$ cat src/rtl/fifo_arb_pkg.sv
// fifo_arb_pkg: shared types and helpers for the FIFO write-port arbiter
package fifo_arb_pkg;
  localparam int MAX_NUM_REQ = 16;
  typedef enum logic {ST_IDLE, ST_LOCKED} state_t;
  function automatic int mod_inc(input int v, input int n);
    return (v + 1 >= n) ? 0 : v + 1;
  endfunction
endpackage

$ cat src/rtl/fifo_wr_arbiter_rr_picker.sv
// rr_picker: combinational round-robin pick starting the scan at ptr
module rr_picker #(
  parameter int N  = 4,
  parameter int IW = $clog2(N)
) (
  input  logic [N-1:0]  req,
  input  logic [IW-1:0] ptr,
  output logic          any,
  output logic [IW-1:0] idx
);
  logic [N-1:0]  rot;
  logic [IW-1:0] off;
  logic [IW:0]   sum;
  always_comb begin
    rot = N'({req, req} >> ptr);
    off = '0;
    for (int i = N - 1; i >= 0; i--) if (rot[i]) off = IW'(i);
    sum = {1'b0, ptr} + {1'b0, off};
    idx = (sum >= (IW + 1)'(N)) ? IW'(sum - (IW + 1)'(N)) : sum[IW-1:0];
  end
  assign any = |req;
endmodule

$ cat src/rtl/fifo_wr_arbiter.sv
// fifo_wr_arbiter: packet-atomic round-robin sharing of one FIFO write port
module fifo_wr_arbiter
  import fifo_arb_pkg::*;
#(
  parameter int NUM_REQ    = 4,
  parameter int DATA_WIDTH = 32,
  parameter int IDX_WIDTH  = $clog2(NUM_REQ)
) (
  input  logic                          clk,
  input  logic                          rst,
  input  logic [NUM_REQ-1:0]            req,
  input  logic [NUM_REQ-1:0]            req_last,
  input  logic [NUM_REQ*DATA_WIDTH-1:0] req_data,
  output logic [NUM_REQ-1:0]            gnt,
  input  logic                          fifo_full,
  output logic                          fifo_wr,
  output logic [DATA_WIDTH-1:0]         fifo_din,
  output logic                          busy,
  output logic [IDX_WIDTH-1:0]          owner
);
  if (NUM_REQ < 2 || NUM_REQ > MAX_NUM_REQ) begin : g_bad_num_req
    $error("fifo_wr_arbiter: NUM_REQ out of range");
  end
  state_t               state;
  logic [IDX_WIDTH-1:0] rr_ptr, pick, winner, nxt;
  logic                 any, valid;
  rr_picker #(.N(NUM_REQ), .IW(IDX_WIDTH)) u_pick (
    .req(req),
    .ptr(rr_ptr),
    .any(any),
    .idx(pick)
  );
  // gnt is gated by rst so nothing transfers while reset is held
  always_comb begin
    winner   = (state == ST_LOCKED) ? owner : pick;
    valid    = (state == ST_LOCKED) ? req[owner] : any;
    gnt      = (!rst && valid && !fifo_full) ? NUM_REQ'(1) << winner : '0;
    fifo_wr  = |gnt;
    fifo_din = fifo_wr ? req_data[winner*DATA_WIDTH +: DATA_WIDTH] : '0;
    nxt      = IDX_WIDTH'(mod_inc(int'(winner), NUM_REQ));
  end
  assign busy = state == ST_LOCKED;
  always_ff @(posedge clk or posedge rst)
    if (rst) begin
      state  <= ST_IDLE;
      owner  <= '0;
      rr_ptr <= '0;
    end else if (fifo_wr) begin
      owner <= winner;
      if (req_last[winner]) begin
        state  <= ST_IDLE;
        rr_ptr <= nxt;
      end else state <= ST_LOCKED;
    end
endmodule

$ cat config.mk
export PLATFORM = sky130hd
export DESIGN_NAME = fifo_wr_arbiter
export DESIGN_NICKNAME = d
export VERILOG_FILES = /design/src/rtl/fifo_arb_pkg.sv /design/src/rtl/fifo_wr_arbiter_rr_picker.sv /design/src/rtl/fifo_wr_arbiter.sv
export SDC_FILE = /design/constraint.sdc
export NUM_CORES = 1
export LEC_CHECK = 0
export ABC_CLOCK_PERIOD_IN_PS = 4400
export BUFFER_PORTS_ARGS = -buffer_cell sky130_fd_sc_hd__buf_2
export CAP_MARGIN = 10
export CORE_MARGIN = 2
export CORE_UTILIZATION = 36
export CTS_BUF_LIST = sky130_fd_sc_hd__clkbuf_4 sky130_fd_sc_hd__clkbuf_8 sky130_fd_sc_hd__clkbuf_16
export DETAILED_ROUTE_END_ITERATION = 16
export PLACE_DENSITY = 0.94
export SLEW_MARGIN = 15
export SYNTH_ARGS = -nofsm -noshare
export SYNTH_HDL_FRONTEND = slang
export SYNTH_SLANG_ARGS = --single-unit
$ cat constraint.sdc
create_clock -name clk -period 4.4 [get_ports clk]
set_input_delay 0.44 -clock clk [delete_from_list [all_inputs] [get_ports clk]]
set_output_delay 0.44 -clock clk [all_outputs]
set_load 0.005 [all_outputs]
### Yosys cells after proc, flatten, opt, wreduce, memory -nomap -nowiden

Index checks and enable logic that the tools add are counted.

* output and inout bits: 40
* memories kept: 0
* memory bits (read-only): 0
* bits in latches: 0
* input bits: 139
* memory bits (writable): 0
* register bits: 5
* logic and storage cells: 35

* bitwise gates (word level): 0
* shift operators: 3
* multiply operators: 0
* order comparisons: 4
* add/subtract/negate cells: 3
* equality and inequality tests: 0
* div/mod/pow operators: 0
* muxes and demuxes: 15
* reduce and logical (&&, ||, !) cells: 7

Operators by type and width (number)
* indexed part select 128 x 8 -> 32 bit: 1
* 2-to-1 mux 32 bit: 1
* 2-to-1 mux 2 bit: 7
* OR reduction 4 bit: 2
* right shift 8 x 2 -> 4 bit: 1
* greater-or-equal comparator 3 bit (second input constant): 2
* < comparator 2 x 3 -> 1 bit (second input constant): 2
* binary-select mux 1 bit (select 2 bit): 2
* 2-to-1 mux 1 bit: 4
* 2-to-1 mux 4 bit: 1
* << shifter 1 x 2 -> 4 bit (first input constant): 1
* adder 2 x 1 -> 3 bit (second input constant): 1
* adder 2 x 2 -> 3 bit: 1
* logical AND 1 bit: 2
* logical NOT 1 bit: 2
* AND reduction 2 bit: 1
* subtractor 2 x 1 -> 2 bit (second input constant): 1

### Depth between registers and ports, before layout

Gate-level depths: netlist of the first run.

* depth after elaboration: 13
* depth in mapped cells: 19
* gate-level depth less buffers: 16

### By module

A second synthesis of the first run with hierarchy kept.

* cells, all modules: 145
* area, all modules: 1674.1 um^2

By module, submodules not included
* fifo_wr_arbiter: area each 1495.2 um^2, instances 1, cells an instance 118, sequential area each 125.1 um^2
* rr_picker: area each 178.9 um^2, instances 1, cells an instance 27, sequential area each 0.0 um^2

### Worst setup path before layout of the first run

OpenSTA, ideal clock, no wires.

* path type: input-to-output
* start point: in req[0]
* end point: out fifo_din[21]
* path slack: 818 ps
* stages on the path: 16
* data arrival time: 3142 ps
* buffers on the path: 4
* data required time: 3960 ps
* path through: buf_6 > nor2_1 > o21ai_0 > o221ai_1 > ha_1 > xor2_1 > a31oi_1 > o31ai_4 > inv_2 > buf_2 > buf_6 > ha_1 > nand2b_1 > o21ai_2 > clkbuf_1 > a311oi_1

* longest elaborated chain between the ends: 13
* elaborated cells on any way between the ends: 21
* those cells by class: add/sub (2); order compare (1); shift (3); mux (11); reduce/logical (4)

RTL lines
* start: declaration: RTL line fifo_wr_arbiter.sv:11 `input logic [NUM_REQ-1:0] req,`
* branches (longest 12 deep; another with adder 2 x 2 -> 3 bit)
* 2-to-1 mux 32 bit *: RTL line fifo_wr_arbiter.sv:39 `fifo_din = fifo_wr ? req_data[winner*DATA_WIDTH +: DATA_WIDTH] : '0;`
* end: declaration: RTL line fifo_wr_arbiter.sv:17 `output logic [DATA_WIDTH-1:0] fifo_din,`

Mark *: on every way between the ends. The select of a mux whose other input is x is not followed.

### Final worst setup path of the first run

* start point: reg rr_ptr[0]
* end point: out fifo_din[17]

* longest elaborated chain between the ends: 13
* elaborated cells on any way between the ends: 15
* those cells by class: add/sub (2); order compare (1); shift (3); mux (8); reduce/logical (1)

RTL lines
* start: declaration: RTL line fifo_wr_arbiter.sv:25 `logic [IDX_WIDTH-1:0] rr_ptr, pick, winner, nxt;`
* start signal: assignment: RTL line fifo_wr_arbiter.sv:52 `rr_ptr <= nxt;`
* right shift 8 x 2 -> 4 bit: RTL line fifo_wr_arbiter_rr_picker.sv:15 `rot = N'({req, req} >> ptr);`
* 2-to-1 mux 2 bit (4 in series): RTL line fifo_wr_arbiter_rr_picker.sv:17 `for (int i = N - 1; i >= 0; i--) if (rot[i]) off = IW'(i);`
* adder 2 x 2 -> 3 bit *: RTL line fifo_wr_arbiter_rr_picker.sv:18 `sum = {1'b0, ptr} + {1'b0, off};`
* greater-or-equal comparator 3 bit / subtractor 2 x 1 -> 2 bit (equally long branches): RTL line fifo_wr_arbiter_rr_picker.sv:19 `idx = (sum >= (IW + 1)'(N)) ? IW'(sum - (IW + 1)'(N)) : sum[IW-1:0];`
* 2-to-1 mux 2 bit *: RTL line fifo_wr_arbiter_rr_picker.sv:19
* 2-to-1 mux 2 bit *: RTL line fifo_wr_arbiter.sv:35 `winner = (state == ST_LOCKED) ? owner : pick;`
* branches (longest 3 deep; another with indexed part select 128 x 8 -> 32 bit)
* 2-to-1 mux 32 bit *: RTL line fifo_wr_arbiter.sv:39

Mark *: on every way between the ends.

==> results of run 1 <==
[layout make-up]
| class | instances | area (µm²) |
|---|---|---|
| flip-flops and latches | 5 | 125 |
| well taps | 52 | 65.1 |
| multi-input cells | 245 | 1380 |
| repair buffers | 185 | 943 |
| clock buffers | 4 | 48.8 |
| inverters | 9 | 33.8 |
| fillers | 408 | 1790 |
[through the flow]
stage | hold slack, ps | setup WS [ps] | util | cell area (µm²)
after detailed placement | 358 | 982 | 0.581 | 2550
after global routing | 146 | 455 | 0.592 | 2600
after floorplan | 219 | 818 | - | 1660
after CTS | 126 | 767 | 0.592 | 2600
final | 128 | 692 | 0.592 | 2600
after global placement | 352 | 1020 | 0.581 | 2550
[critical path: stages (launching register included)]
cell	delay, ps
dfrtp_1	480
inv_1	130
nand2_1	110
o22ai_1	70
o21ai_0	150
o221ai_1	150
ha_1	210
xor2_1	170
a31oi_1	90
o31ai_4	260
buf_4	410
o21ai_2	120
buf_4	220
a311oi_1	280
buf_2	170
[synthesized netlist by cell type, drive strengths merged, types with 2 or more instances]
master | instances | area (µm²)
and3 | 33 | 206
ha | 2 | 25.0
a211oi | 2 | 15.0
nand2 | 134 | 503
mux2 | 2 | 22.5
mux2i | 4 | 40.0
o221ai | 2 | 17.5
inv | 9 | 33.8
clkbuf | 22 | 82.6
nor3 | 4 | 20.0
a311oi | 32 | 305
nor2 | 5 | 18.8
o21ai | 5 | 28.8
buf | 4 | 32.5
nand2b | 4 | 25.0
dfrtp | 5 | 125
[report_power, final]
group          total (W)  switching (W)  internal [W]
sequential      0.000106      0.0000378     0.0000685
combinational    0.00149       0.000914      0.000574
clock          0.0000906      0.0000223     0.0000683
[layout by cell type, fill, tap and decap left out, types with 2 or more instances in the layout]
cell,netlist,routed
a211oi_1,2,2
a311oi_1,28,28
a311oi_2,4,4
and3_1,33,33
buf_2,2,178
buf_4,0,7
clkbuf_8,0,3
dfrtp_1,5,5
ha_1,2,2
inv_1,7,7
inv_2,2,2
mux2_2,2,2
mux2i_1,4,4
nand2_1,134,134
nand2b_1,4,4
nor2_1,5,5
nor3_1,4,4
o21ai_0,3,3
o221ai_1,2,2
[sequential cells by signal, indices dropped and copies added (netlist names)]
| register | flops |
|---|---|
| owner | 2 |
| rr_ptr | 2 |
| busy | 1 |
[metal layers]
| metal | part of all wire | global-route usage | vias to the layer above |
|---|---|---|---|
| met5 | 0 | 0 | - |
| met4 | 0.028 | 0.101 | 0 |
| met3 | 0.086 | 0.0338 | 18 |
| met2 | 0.51 | 0.463 | 166 |
| met1 | 0.38 | 0.279 | 1211 |
| li1 | - | - | 1330 |
[cells by family (layout without fill, tap and decap cells)]
family                     Yosys count  count (layout)  share of synthesized area
buffers and inverters               35             198                     0.0900
AOI/OAI and AO/OA                   50              50                      0.271
muxes                                7               7                     0.0514
and+or+nand+nor                    185             185                      0.491
adders and majority gates            2               2                     0.0151
xor gates and xnor gates             1               1                    0.00529
DFF                                  5               5                     0.0756
[path summary, 6_finish.rpt]
check,start,endpoint,cells after the start
setup / recovery,rr_ptr[0]$_DFFE_PP0P_,fifo_din[17],14
hold / removal,rst,owner[1]$_DFFE_PP0P_,2
setup reg to reg,rr_ptr[0]$_DFFE_PP0P_,owner[1]$_DFFE_PP0P_,16
hold reg to reg,owner[0]$_DFFE_PP0P_,owner[0]$_DFFE_PP0P_,1
max in group asynchronous,rst,rr_ptr[1]$_DFFE_PP0P_,2
min in group clk,owner[0]$_DFFE_PP0P_,owner[0]$_DFFE_PP0P_,1
==> flow_metrics.tcl, run 1 <==
set metrics [dict create \
    gp_congestion 0.940 \
    drt_first_pass_iters 4 \
    die_h_um 71.8 \
    cts_resized 0 \
    die_w_um 71.8 \
    slew_headroom 0.575 \
    core_mm2 0.00438 \
    worst-setup-path-type "flip-flop to output pin" \
    drc 0 \
    dp_cells 496 \
    worstSetupStartpointType "flip-flop" \
    clkTransAtPathRegs_ps 40 \
    worst_pin_slew_ps 637 \
    worst_skew_pair.late_latency_ps 220 \
    vias_per_cell 5.45 \
    path_max_fanout 35 \
    routedWlPerCell_um 13.5 \
    drt_iter0_drc 121 \
    cts_tree "yes" \
    post-route-period-util 0.843 \
    synth_cell_types 37 \
    p_total_w 0.00169 \
    ys_seq_area_frac 0.0756 \
    ys_seq_elements 5 \
    area_growth_pct 56.9 \
    io_pins 179 \
    ctsHoldBuffers 0 \
    layout-drive-gt1-share 0.449 \
    ff2ff_setup_slack_ps 1250 \
    grt_pass1_wl_mm 10.6 \
    drv_cap 0 \
    grt_pass1_vias 2525 \
    nets 590 \
    portBuffers 178 \
    rows 24 \
    overflow 0 \
    clock-root-buffer "clkbuf_8" \
    setup_violations 0 \
    powerDensity_mw_per_mm2 649 \
    tns_ps 0 \
    synth_edf_count 0 \
    start_util 0.378 \
    final_hold_viol_count 0 \
    cp.arrival_ps 3270 \
    syn_area_per_cell_um2 5.81 \
    die-area_mm2 0.00516 \
    grt_max_degree 69 \
    netlist_instances 285 \
    clk_path_buf_depth 2 \
    slew_viol_final 0 \
    cts_sinks 5 \
    ant_nets 0 \
    end_kind "output pin" \
    vias 2725 \
    p_leak_nw 1.55 \
    status "finished clean" \
    cts-htree-levels 1 \
    synthArstFlopShare 1.00 \
    ys.flop_type "dfrtp_1" \
    grt.total_usage 0.247 \
    fin_skew_ps 3.31 \
    syn-num-nets 426 \
    hpwl_mm 5.18 \
    routed_wl_mm 6.76 \
    ys.warnings.count 0 \
    period_minus_slack_ps 3710 \
    crit_required_ps 3960 \
    peakVddDrop_mv 0.526 \
    grt_setup_unrepaired "false" \
    hp-class "input pin to asynchronous set/reset pin" \
    fmax_mhz 270 \
    fin_cells 500 \
    cts_buffers 3 \
    antennaDiodeCount 0 \
    syn_area_mm2 0.00166 \
    post_cts_buffers 0 \
    antenna_found_initial 0 \
]
No activity file was read; power rests on OpenSTA's default activity.
==> run 2: changes to the inputs <==
- ABC_AREA: not set -> 1
- ABC_CLOCK_PERIOD_IN_PS: 4400 -> 3290
- CORE_UTILIZATION: 36 -> 35
- PLACE_DENSITY: 0.94 -> 0.9
- clock period: 4.4 -> 3.29 ns (I/O delays scaled with it)
==> run 2 against run 1 <==
  * Register-to-register slack lost 660 ps
  * Synthesized cell count grew 31%
  * Critical path depth grew 5
  * Via count grew 10%
  * Design area grew 14%
  * Worst setup slack lost 510 ps
  * Sequential power grew 38%
  * Power grew 96%
  * Core utilization shrank 5.3 points
  * Critical endpoint is now fifo_din[25]
==> flow_metrics.tcl, run 2 <==
set metrics [dict create \
    routedWlPerCell_um 12.3 \
    syn_area_per_cell_um2 5.34 \
    cpMostUsedCell "nand3_1" \
    fin_cells 612 \
    period_minus_slack_ps 3110 \
    clock-root-buffer "clkbuf_8" \
    whs_ps 17.3 \
    crit_required_ps 2960 \
    ctsHoldBuffers 0 \
    gp_congestion 0.781 \
    slowest_stage "dfrtp_2" \
    drv_cap 0 \
    portBuffers 178 \
    die-area_mm2 0.00633 \
    routed_wl_mm 7.55 \
    antenna_found_initial 0 \
    synth_top_area_frac 0.423 \
    syn-num-nets 515 \
    antennaDiodeCount 0 \
    nets 682 \
    start_util 0.363 \
    ys.flop_type "dfrtp_1" \
    vias 3008 \
    drt_first_pass_iters 4 \
    final_hold_viol_count 0 \
    synth_cell_types 29 \
    slew_headroom 0.541 \
    layout_commonest_cell "nand2_1" \
    grt.total_usage 0.219 \
    ff2ff_setup_slack_ps 590 \
    fin_skew_ps 2.09 \
    rr_endpoint "busy$_DFFE_PP0P_" \
    core_mm2 0.00551 \
    post-route-period-util 0.946 \
    end_kind "output pin" \
    layout-drive-gt1-share 0.487 \
    worst-setup-path-type "flip-flop to output pin" \
    hpwl_mm 5.68 \
    cts-htree-levels 1 \
    setup_violations 0 \
    reg2reg_depth 19 \
    cp_num_buf_inv 5 \
    reg2reg_from "rr_ptr[0]$_DFFE_PP0P_" \
    rows 27 \
    synthTopCellsByArea "nand2_1, a21oi_2, dfrtp_1, o211ai_2, or2_2" \
    die_w_um 79.5 \
    crit_family "simple AND/OR/NAND/NOR gates" \
    grt_pass1_wl_mm 11.6 \
    synthArstFlopShare 1.00 \
    peakVddDrop_mv 0.565 \
    overflow 0 \
    fmax_mhz 321 \
    hp-class "input pin to asynchronous set/reset pin" \
    intPower_w 0.00122 \
    cts_tree "yes" \
    ys_seq_area_frac 0.0627 \
    synthTopCellsByCount "nand2_1, a21oi_2, nand3_1, or2_2" \
    ys_seq_elements 5 \
    area_growth_pct 48.8 \
    powerDensity_mw_per_mm2 1110 \
    cp_cell_sequence "inv_2 -> nand2_1 -> nand3_1 -> nand2_1 -> nand3_1 -> a21boi_1 -> ha_2 -> xnor2_2 -> inv_1 -> nand3_1 -> nand3_2 -> nand2_4 -> ha_1 -> nor2_1 -> a21oi_4 -> buf_4 -> inv_8 -> a21oi_2 -> buf_2" \
    synth_edf_count 0 \
    path_max_fanout 16 \
    clk_path_buf_depth 2 \
    cp.arrival_ps 2780 \
    layout_common_cells "nand2_1, buf_2, a21oi_2" \
    clkTransAtPathRegs_ps 30 \
    cts_sinks 5 \
    drt_iter0_drc 107 \
    synth.most_common_cell "nand2_1" \
    vias_per_cell 4.92 \
    syn_area_mm2 0.00200 \
    drc 0 \
    worst_skew_pair.late_latency_ps 220 \
    io_pins 179 \
    die_h_um 79.5 \
    status "finished clean" \
    cp_slowest_stage_delay_ps 420 \
    pwr-share-seq 0.044 \
    p_sw_frac 0.628 \
    yosysTopAreaCell "nand2_1" \
    netlist_instances 374 \
    clockPowerShare 0.036 \
    dp_cells 604 \
    cts_buffers 3 \
    combPwrFrac 0.920 \
    slew_viol_final 0 \
    p_switching_w 0.00207 \
    ys.warnings.count 0 \
    grt_max_degree 67 \
    worstSetupStartpointType "flip-flop" \
    grt_pass1_vias 2859 \
    ant_nets 0 \
    worst_pin_slew_ps 687 \
    p_leak_nw 1.78 \
]
[run 2: power by group through the flow]
stage | Combinational, W | Sequential, W | Clock, W
3_3_place_gp | 0.00287 | 0.000135 | 0
6_report | 0.00303 | 0.000146 | 0.000119
5_1_grt | 0.00343 | 0.000151 | 0.000124
4_1_cts | 0.00296 | 0.000139 | 0.000122
2_1_floorplan | 0.00248 | 0.000120 | 0
3_5_place_dp | 0.00295 | 0.000139 | 0
[run 2: routing by layer]
layer,track usage,vias to the layer above,wire length (µm)
li1,-,1513,-
met1,0.243,1322,2880
met2,0.422,155,3960
met3,0.0328,18,576
met4,0.0672,0,131
met5,0,-,0
[run 2: cell families (layout without fill, tap and decap cells)]
kind of cell,count (synthesis),count (layout),synth area share
mux,2,2,0.0100
flops,5,5,0.0627
simple gates,265,265,0.538
xor+xnor,1,1,0.00439
compound gates,57,57,0.247
fa+ha+maj,2,2,0.0125
buf+inv,42,208,0.125
[run 2: area by class of cell]
class	count	area [µm²]
Clock buffer	4	48.8
Fill cell	545	2530
Inverter	16	75.1
Multi-Input combinational cell	327	1650
Sequential cell	5	128
Tap cell	72	90.1
Timing Repair Buffer	187	971
Timing Repair inverter	1	11.3
[run 2: repair_timing]
action / CTS / global route
buffers inserted: 0 / 3
endpoints found under the setup margin: 32 / 34
resized for setup: 3 / 9
hold endpoints to repair: 0 / 0
pin swaps: 0 / 2
cloned: 0 / 1
[run 2: worst max-delay path by stage]
stage | slack, ps | cells after the start | from | endpoint
finish | 180 | 19 | rr_ptr[0]$_DFFE_PP0P_ | fifo_din[25]
detailed placement | -50 | 18 | rr_ptr[0]$_DFFE_PP0P_ | fifo_din[31]
global placement | 100 | 18 | rr_ptr[0]$_DFFE_PP0P_ | fifo_din[0]
global route | -30 | 19 | rr_ptr[0]$_DFFE_PP0P_ | fifo_din[11]
CTS | 60 | 18 | rr_ptr[0]$_DFFE_PP0P_ | fifo_din[31]
floorplan | 400 | 16 | rr_ptr[1]$_DFFE_PP0P_ | fifo_din[10]
[run 2: through the flow]
stage | util | instance area [µm²] | worst slack, ps | setup TNS, ps | power, W
after floorplan | - | 2000 | 403 | 0 | 0.00260
after global placement | 0.516 | 2840 | 99.0 | 0 | 0.00301
after detailed placement | 0.516 | 2840 | -53.1 | -336 | 0.00309
after CTS | 0.526 | 2900 | 56.7 | 0 | 0.00323
after global routing | 0.540 | 2970 | -29.8 | -444 | 0.00371
final | 0.540 | 2970 | 179 | 0 | 0.00330
